<file path="config.mk">
export PLATFORM = sky130hd
export DESIGN_NAME = conv_tile_scheduler
export DESIGN_NICKNAME = d
export VERILOG_FILES = /design/src/rtl/systolic_pkg.sv /design/src/rtl/tile_addr_gen.sv /design/src/rtl/conv_tile_scheduler.sv
export SDC_FILE = /design/constraint.sdc
export NUM_CORES = 1
export LEC_CHECK = 0
export BUFFER_PORTS_ARGS = -buffer_cell sky130_fd_sc_hd__buf_2
export CORE_AREA = 5 5 72 74
export DETAILED_ROUTE_END_ITERATION = 16
export DIE_AREA = 0 0 77 79
export PLACE_DENSITY = 0.8
export SLEW_MARGIN = 20
export SYNTH_ARGS = -nofsm -noshare
export SYNTH_HDL_FRONTEND = slang
export SYNTH_SLANG_ARGS = --single-unit
</file>
<file path="constraint.sdc">
create_clock -name clk -period 9.5 [get_ports clk]
set_input_delay 1.9 -clock clk [delete_from_list [all_inputs] [get_ports clk]]
set_output_delay 1.9 -clock clk [all_outputs]
set_load 0.02 [all_outputs]
</file>
<file path="src/rtl/systolic_pkg.sv">
// Shared constants and FSM state type for the 16x16 systolic convolution engine.
// The derived sizes here assume the default engine geometry.
package systolic_pkg;

    localparam int DEF_SYSTOLIC_SIZE = 16;
    localparam int DEF_IFM_SIZE      = 34;
    localparam int DEF_IFM_CHANNEL   = 32;
    localparam int DEF_KERNEL_SIZE   = 3;
    localparam int DEF_NO_FILTER     = 64;

    localparam int OFM_SIZE       = DEF_IFM_SIZE - DEF_KERNEL_SIZE + 1;
    localparam int TILES_PER_LINE = OFM_SIZE / DEF_SYSTOLIC_SIZE;
    localparam int NO_TILING      = TILES_PER_LINE * OFM_SIZE;
    localparam int NO_FGRP        = DEF_NO_FILTER / DEF_SYSTOLIC_SIZE;

    typedef enum logic [2:0] {
        IDLE,
        LOAD_WGT,
        LOAD_IFM,
        COMPUTE,
        STORE_OFM,
        NEXT,
        DONE
    } sched_state_t;

    // A counter for n values needs at least one bit even when n is 1.
    function automatic int cnt_width(input int n);
        return (n > 1) ? $clog2(n) : 1;
    endfunction

endpackage

</file>
<file path="src/rtl/tile_addr_gen.sv">
// Filter-group / tile / row / col counters and the three registered RAM base addresses.
// Addresses are computed from the next counter values so they change together with the counters.
module tile_addr_gen
    import systolic_pkg::*;
#(
    parameter int SYSTOLIC_SIZE = DEF_SYSTOLIC_SIZE,
    parameter int IFM_SIZE      = DEF_IFM_SIZE,
    parameter int IFM_CHANNEL   = DEF_IFM_CHANNEL,
    parameter int KERNEL_SIZE   = DEF_KERNEL_SIZE,
    parameter int NO_FILTER     = DEF_NO_FILTER,
    parameter int ADDR_WIDTH    = 20,
    localparam int OFM_DIM = IFM_SIZE - KERNEL_SIZE + 1,
    localparam int TPL     = OFM_DIM / SYSTOLIC_SIZE,
    localparam int N_TILES = TPL * OFM_DIM,
    localparam int N_GRP   = NO_FILTER / SYSTOLIC_SIZE,
    localparam int FILT_W  = cnt_width(N_GRP),
    localparam int TILE_W  = cnt_width(N_TILES)
) (
    input  logic                  clk,
    input  logic                  rst,
    input  logic                  clr_tile_i,
    input  logic                  inc_tile_i,
    input  logic                  inc_filter_i,
    output logic [FILT_W-1:0]     count_filter_o,
    output logic [TILE_W-1:0]     count_tiling_o,
    output logic [ADDR_WIDTH-1:0] wgt_base_addr_o,
    output logic [ADDR_WIDTH-1:0] ifm_base_addr_o,
    output logic [ADDR_WIDTH-1:0] ofm_base_addr_o
);

    localparam int ROW_W = cnt_width(OFM_DIM);
    localparam int COL_W = cnt_width(TPL);

    localparam logic [ROW_W-1:0]  ROW_MAX  = ROW_W'(OFM_DIM - 1);
    localparam logic [COL_W-1:0]  COL_MAX  = COL_W'(TPL - 1);
    localparam logic [FILT_W-1:0] FILT_MAX = FILT_W'(N_GRP - 1);

    localparam logic [ADDR_WIDTH-1:0] WGT_STRIDE =
        ADDR_WIDTH'(SYSTOLIC_SIZE * IFM_CHANNEL * KERNEL_SIZE * KERNEL_SIZE);
    localparam logic [ADDR_WIDTH-1:0] OFM_GRP_STRIDE = ADDR_WIDTH'(SYSTOLIC_SIZE * OFM_DIM * OFM_DIM);
    localparam logic [ADDR_WIDTH-1:0] IFM_ROW_STRIDE = ADDR_WIDTH'(IFM_SIZE);
    localparam logic [ADDR_WIDTH-1:0] OFM_ROW_STRIDE = ADDR_WIDTH'(OFM_DIM);
    localparam logic [ADDR_WIDTH-1:0] COL_STRIDE     = ADDR_WIDTH'(SYSTOLIC_SIZE);

    logic [FILT_W-1:0] filt_q, filt_d;
    logic [TILE_W-1:0] tile_q, tile_d;
    logic [ROW_W-1:0]  row_q, row_d;
    logic [COL_W-1:0]  col_q, col_d;
    logic [ADDR_WIDTH-1:0] wgt_addr_q, ifm_addr_q, ofm_addr_q;

    // NOTE: every variable gets its hold value first so no path leaves it unassigned (no latch).
    always_comb begin
        filt_d = filt_q;
        tile_d = tile_q;
        row_d  = row_q;
        col_d  = col_q;
        if (clr_tile_i) begin
            tile_d = '0;
            row_d  = '0;
            col_d  = '0;
        end else if (inc_tile_i) begin
            tile_d = tile_q + 1'b1;
            if (col_q == COL_MAX) begin
                col_d = '0;
                row_d = (row_q == ROW_MAX) ? '0 : row_q + 1'b1;
            end else begin
                col_d = col_q + 1'b1;
            end
        end
        // Group counter wraps so a finished run leaves every counter back at zero.
        if (inc_filter_i) begin
            filt_d = (filt_q == FILT_MAX) ? '0 : filt_q + 1'b1;
        end
    end

    // NOTE: sequential state uses non-blocking assignments so all registers update together.
    always_ff @(posedge clk or posedge rst) begin
        if (rst) begin
            filt_q     <= '0;
            tile_q     <= '0;
            row_q      <= '0;
            col_q      <= '0;
            wgt_addr_q <= '0;
            ifm_addr_q <= '0;
            ofm_addr_q <= '0;
        end else begin
            filt_q     <= filt_d;
            tile_q     <= tile_d;
            row_q      <= row_d;
            col_q      <= col_d;
            wgt_addr_q <= ADDR_WIDTH'(filt_d) * WGT_STRIDE;
            ifm_addr_q <= ADDR_WIDTH'(row_d) * IFM_ROW_STRIDE + ADDR_WIDTH'(col_d) * COL_STRIDE;
            ofm_addr_q <= ADDR_WIDTH'(filt_d) * OFM_GRP_STRIDE
                        + ADDR_WIDTH'(row_d) * OFM_ROW_STRIDE + ADDR_WIDTH'(col_d) * COL_STRIDE;
        end
    end

    assign count_filter_o  = filt_q;
    assign count_tiling_o  = tile_q;
    assign wgt_base_addr_o = wgt_addr_q;
    assign ifm_base_addr_o = ifm_addr_q;
    assign ofm_base_addr_o = ofm_addr_q;

endmodule

</file>
<file path="src/rtl/conv_tile_scheduler.sv">
// Loop sequencer: filter groups outer, output tiles inner, one req/ack handshake per phase.
// Optional SCHED_PERF_CNT_EN adds cycle_count / stall_count monitoring outputs.
module conv_tile_scheduler
    import systolic_pkg::*;
#(
    parameter int SYSTOLIC_SIZE = DEF_SYSTOLIC_SIZE,
    parameter int IFM_SIZE      = DEF_IFM_SIZE,
    parameter int IFM_CHANNEL   = DEF_IFM_CHANNEL,
    parameter int KERNEL_SIZE   = DEF_KERNEL_SIZE,
    parameter int NO_FILTER     = DEF_NO_FILTER,
    parameter int ADDR_WIDTH    = 20,
    localparam int OFM_DIM = IFM_SIZE - KERNEL_SIZE + 1,
    localparam int N_TILES = (OFM_DIM / SYSTOLIC_SIZE) * OFM_DIM,
    localparam int N_GRP   = NO_FILTER / SYSTOLIC_SIZE,
    localparam int FILT_W  = cnt_width(N_GRP),
    localparam int TILE_W  = cnt_width(N_TILES)
) (
    input  logic                  clk,
    input  logic                  rst,
    input  logic                  start,
    output logic                  done,
    output logic                  busy,
    output logic                  wgt_req,
    input  logic                  wgt_ack,
    output logic [ADDR_WIDTH-1:0] wgt_base_addr,
    output logic                  ifm_req,
    input  logic                  ifm_ack,
    output logic [ADDR_WIDTH-1:0] ifm_base_addr,
    output logic                  cmp_req,
    input  logic                  cmp_ack,
    output logic                  ofm_req,
    input  logic                  ofm_ack,
    output logic [ADDR_WIDTH-1:0] ofm_base_addr,
`ifdef SCHED_PERF_CNT_EN
    output logic [31:0]           cycle_count,
    output logic [31:0]           stall_count,
`endif
    output logic [FILT_W-1:0]     count_filter,
    output logic [TILE_W-1:0]     count_tiling
);

    localparam logic [TILE_W-1:0] TILE_LAST = TILE_W'(N_TILES - 1);
    localparam logic [FILT_W-1:0] FILT_LAST = FILT_W'(N_GRP - 1);

    sched_state_t state_q, state_d;
    logic clr_tile, inc_tile, inc_filter;

    always_comb begin
        state_d    = state_q;
        clr_tile   = 1'b0;
        inc_tile   = 1'b0;
        inc_filter = 1'b0;
        unique case (state_q)
            IDLE:      if (start)   state_d = LOAD_WGT;
            LOAD_WGT:  if (wgt_ack) state_d = LOAD_IFM;
            LOAD_IFM:  if (ifm_ack) state_d = COMPUTE;
            COMPUTE:   if (cmp_ack) state_d = STORE_OFM;
            STORE_OFM: if (ofm_ack) state_d = NEXT;
            NEXT: begin
                if (count_tiling != TILE_LAST) begin
                    inc_tile = 1'b1;
                    state_d  = LOAD_IFM;
                end else begin
                    clr_tile   = 1'b1;
                    inc_filter = 1'b1;
                    state_d    = (count_filter == FILT_LAST) ? DONE : LOAD_WGT;
                end
            end
            DONE:      state_d = IDLE;
            default:   state_d = IDLE;
        endcase
    end

    always_ff @(posedge clk or posedge rst) begin
        if (rst) state_q <= IDLE;
        else     state_q <= state_d;
    end

    // Outputs decode the registered state only, so each req spans its whole state.
    assign busy    = (state_q != IDLE);
    assign done    = (state_q == DONE);
    assign wgt_req = (state_q == LOAD_WGT);
    assign ifm_req = (state_q == LOAD_IFM);
    assign cmp_req = (state_q == COMPUTE);
    assign ofm_req = (state_q == STORE_OFM);

    tile_addr_gen #(
        .SYSTOLIC_SIZE (SYSTOLIC_SIZE),
        .IFM_SIZE      (IFM_SIZE),
        .IFM_CHANNEL   (IFM_CHANNEL),
        .KERNEL_SIZE   (KERNEL_SIZE),
        .NO_FILTER     (NO_FILTER),
        .ADDR_WIDTH    (ADDR_WIDTH)
    ) u_addr_gen (
        .clk             (clk),
        .rst             (rst),
        .clr_tile_i      (clr_tile),
        .inc_tile_i      (inc_tile),
        .inc_filter_i    (inc_filter),
        .count_filter_o  (count_filter),
        .count_tiling_o  (count_tiling),
        .wgt_base_addr_o (wgt_base_addr),
        .ifm_base_addr_o (ifm_base_addr),
        .ofm_base_addr_o (ofm_base_addr)
    );

`ifdef SCHED_PERF_CNT_EN
    logic [31:0] cycle_q, cycle_d, stall_q, stall_d;
    logic        any_stall;

    always_comb begin
        any_stall = (wgt_req & ~wgt_ack) | (ifm_req & ~ifm_ack)
                  | (cmp_req & ~cmp_ack) | (ofm_req & ~ofm_ack);
        cycle_d   = cycle_q;
        stall_d   = stall_q;
        if (state_q == IDLE && start) begin
            cycle_d = '0;
            stall_d = '0;
        end else begin
            if (busy)      cycle_d = cycle_q + 32'd1;
            if (any_stall) stall_d = stall_q + 32'd1;
        end
    end

    always_ff @(posedge clk or posedge rst) begin
        if (rst) begin
            cycle_q <= '0;
            stall_q <= '0;
        end else begin
            cycle_q <= cycle_d;
            stall_q <= stall_d;
        end
    end

    assign cycle_count = cycle_q;
    assign stall_count = stall_q;
`endif

endmodule

</file>
==> run summary <==
Required time worst endpoint: 7.60 ns
PwrDens: 217 mW/mm^2
Clock Tree Root: clkbuf_8
Max VDD drop: 134 uV
Cells after synthesis: 186
Nature of the critical path startpoint: register
Initial Util: 0.391
Clock Power Share: 0.161
Width of the die: 77 um
Fin. max-slew vios: 0
Combinational power share: 0.424
CP arrival: 1.57 ns
Critical path class: reg2out
Mean Syn Cell Area: 9.55 um^2
Setup TNS: 0 ns
Worst hold path type: reg2reg
First-pass GRT wire length: 5520 um
Non-filler instance count after layout: 273
Lkg Pwr: 0.00100 uW
Total Power: 407 uW
CP cell instances: inv_1 -> nor3b_1 -> buf_2
Final setup viols: 0
Post-synthesis sequential area ratio: 0.352
Fmax: 288 MHz
Initial antenna violation count: 0
Synth Warn #: 0
Placement Setup Slack: 6.08 ns
Vias per inst: 4.86
Most common cell after layout, fill and taps aside: buf_2
Postcts setup bufs: 0
NumNets Final: 236
Slowest-stage cell, CP: dfrtp_1
Cells after DPL: 269
Max Root-Sink Buffers: 2
Final hold viol count: 0
CTS Buf Count: 3
Initial DRC count: 107
# resized after CTS: 0
Register share of total power: 0.415
DRT Pass-1 Iters: 4
Rel. slew slack: 0.403
Vias in the first global route: 1185
Number of top-level pins: 81
Clock transition at the registers of the reported paths: 0.09 ns
Final Cycle Share: 0.366
RD Place Congestion: 0.814
Post-synth EDFFs: 0
Max H-tree Level: 1
Combined flip-flop and latch cell area: 626 um^2
Max-Cap Viols: 0
Synth area leader: dfrtp_1
Std-Cell Rows: 25
Dominant synthesized flop cell: dfrtp_1
Max FO, Critical Path: 14
Clock sinks: 25
Worst-margin pin slew: 0.891 ns
Clk_lat worst skew: 0.28 ns
Largest net degree at the start of global routing: 26
Async SR Flop Fraction: 1.00
Most frequent cells in the layout: 43 x buf_2, 38 x conb_1, 25 x dfrtp_1, 15 x nand2_1, 9 x ha_1
Avg WL per Cell: 12.2 um
Synth Cell Area: 0.00178 mm^2
CTS tree: built
Status: completed
Slowest stage delay, CP: 0.63 ns
Core area: 0.00454 mm^2
Inserted Diodes: 0
Total Routed Length: 3340 um
Global-route usage over all layers: 0.110
Synth Register Bits: 25
Layout cells sized above 1: 0.256
Cell Int Power: 221 uW
CP endpoint kind: primary output
Switching part of the total: 0.456
Yosys cell types: 49
RSZ-0062 raised after global routing: false
Chip height: 79 um
Final core utilization: 0.413
DIE AREA: 0.00608 mm^2
Clk_skew: 0.00773 ns
NetSw: 185 uW
Synth-to-layout area growth: 5.43%
Final WS setup: 6.03 ns
Vias: 1328
CTS Hold Bufs: 0
Filler cell count: 455
Port Buf Inserts: 43
HPWL Detailed: 2620 um
GRT overflow: 0
DR DRC count: 0
Min cycle time layout: 3.47 ns
Post-DRT Antenna Nets: 0
Synth top area share: 0.352
Multi-input gate area: 896 um^2
Area contributors post-synth: dfrtp_1 35%, buf_4 20%, ha_1 6.3%
-- metrics by stage --
step	cell area [um^2]	hold WS, ns
after floorplan	1910	0.597
after global placement	1820	0.480
after detailed placement	1820	0.483
after CTS	1870	0.496
after global routing	1870	0.524
final	1870	0.491
-- layer usage --
layer | vias to the layer above | wire length (um) | GRT usage | share of wire
met5 | - | 0 | 0 | 0
met4 | 0 | 65 | 0.0498 | 0.019
li1 | 643 | - | - | -
met3 | 5 | 323 | 0.0283 | 0.097
met2 | 62 | 1570 | 0.170 | 0.47
met1 | 618 | 1380 | 0.145 | 0.41
-- worst paths after layout --
kind                                                   start                            end  slack, ns  cells after the start
worst min register to register  u_addr_gen.count_tiling_o[5]   u_addr_gen.count_tiling_o[5]       0.49                      1
worst max-delay path                              state_q[0]                        cmp_req       6.03                      3
max in group asynchronous                                rst  u_addr_gen.ifm_base_addr_o[9]       7.39                      2
min in group asynchronous                                rst  u_addr_gen.ofm_base_addr_o[4]       1.69                      2
worst min-delay path            u_addr_gen.count_tiling_o[5]   u_addr_gen.count_tiling_o[5]       0.49                      1
worst max register to register  u_addr_gen.count_tiling_o[0]  u_addr_gen.ifm_base_addr_o[9]       6.10                     13
-- sequential cells by signal (all words and copies together) (netlist names) --
signal / count
u_addr_gen.row_q: 4
u_addr_gen.count_filter_o: 1
u_addr_gen.wgt_base_addr_o: 1
state_q: 3
u_addr_gen.count_tiling_o: 6
u_addr_gen.ofm_base_addr_o: 2
u_addr_gen.ifm_base_addr_o: 8
-- synth_stat cells (2+ instances only) --
library cell  number
a21boi_0           2
a21oi_1            3
a22o_1             3
a31oi_1            3
and3_1             4
buf_2              2
buf_4             48
dfrtp_1           25
ha_1               9
inv_1              5
mux2i_1            2
nand2_1           15
nand3_1            5
nand3b_1           3
nand4_1            5
nor2_1             4
nor3_1             2
nor3b_1            2
o21ai_0            8
o21ai_1            2
xnor2_1            5
xor2_1             2
-- power groups by stage --
stage	Sequential [uW]	Clock, uW	Combinational (uW)
after global placement	169	0	172
final	169	65.3	173
after global routing	176	73.1	191
after detailed placement	171	0	174
after floorplan	175	0	137
after CTS	169	66.7	174
-- cells by family (layout without fill, tap and decap cells) --
family	count (synthesis)	count (layout)	share of synthesized area
multiplexers	3	3	0.0176
adder cells (fa/ha/maj)	9	9	0.0634
flip-flops	25	25	0.352
other	1	38	0.00211
buffers and inverters	56	52	0.221
AND/OR/NAND/NOR	51	51	0.173
XOR/XNOR	7	7	0.0345
AO/OA/AOI/OAI	34	34	0.136
-- area by class of cell --
type	count	area share
Clock inverter	1	0.00401
Sequential cell	25	0.334
Clock buffer	3	0.0221
Timing Repair Buffer	43	0.115
Tap cell	54	0.0361
Inverter	5	0.0100
Multi-Input combinational cell	142	0.479
-- critical path: cells and delay by family (launching register included) --
family	cells	cell delay [ns]
buffers and inverters	2	0.38
flip-flops	1	0.63
AND/OR/NAND/NOR	1	0.28
(Power assumes the default switching activity.)
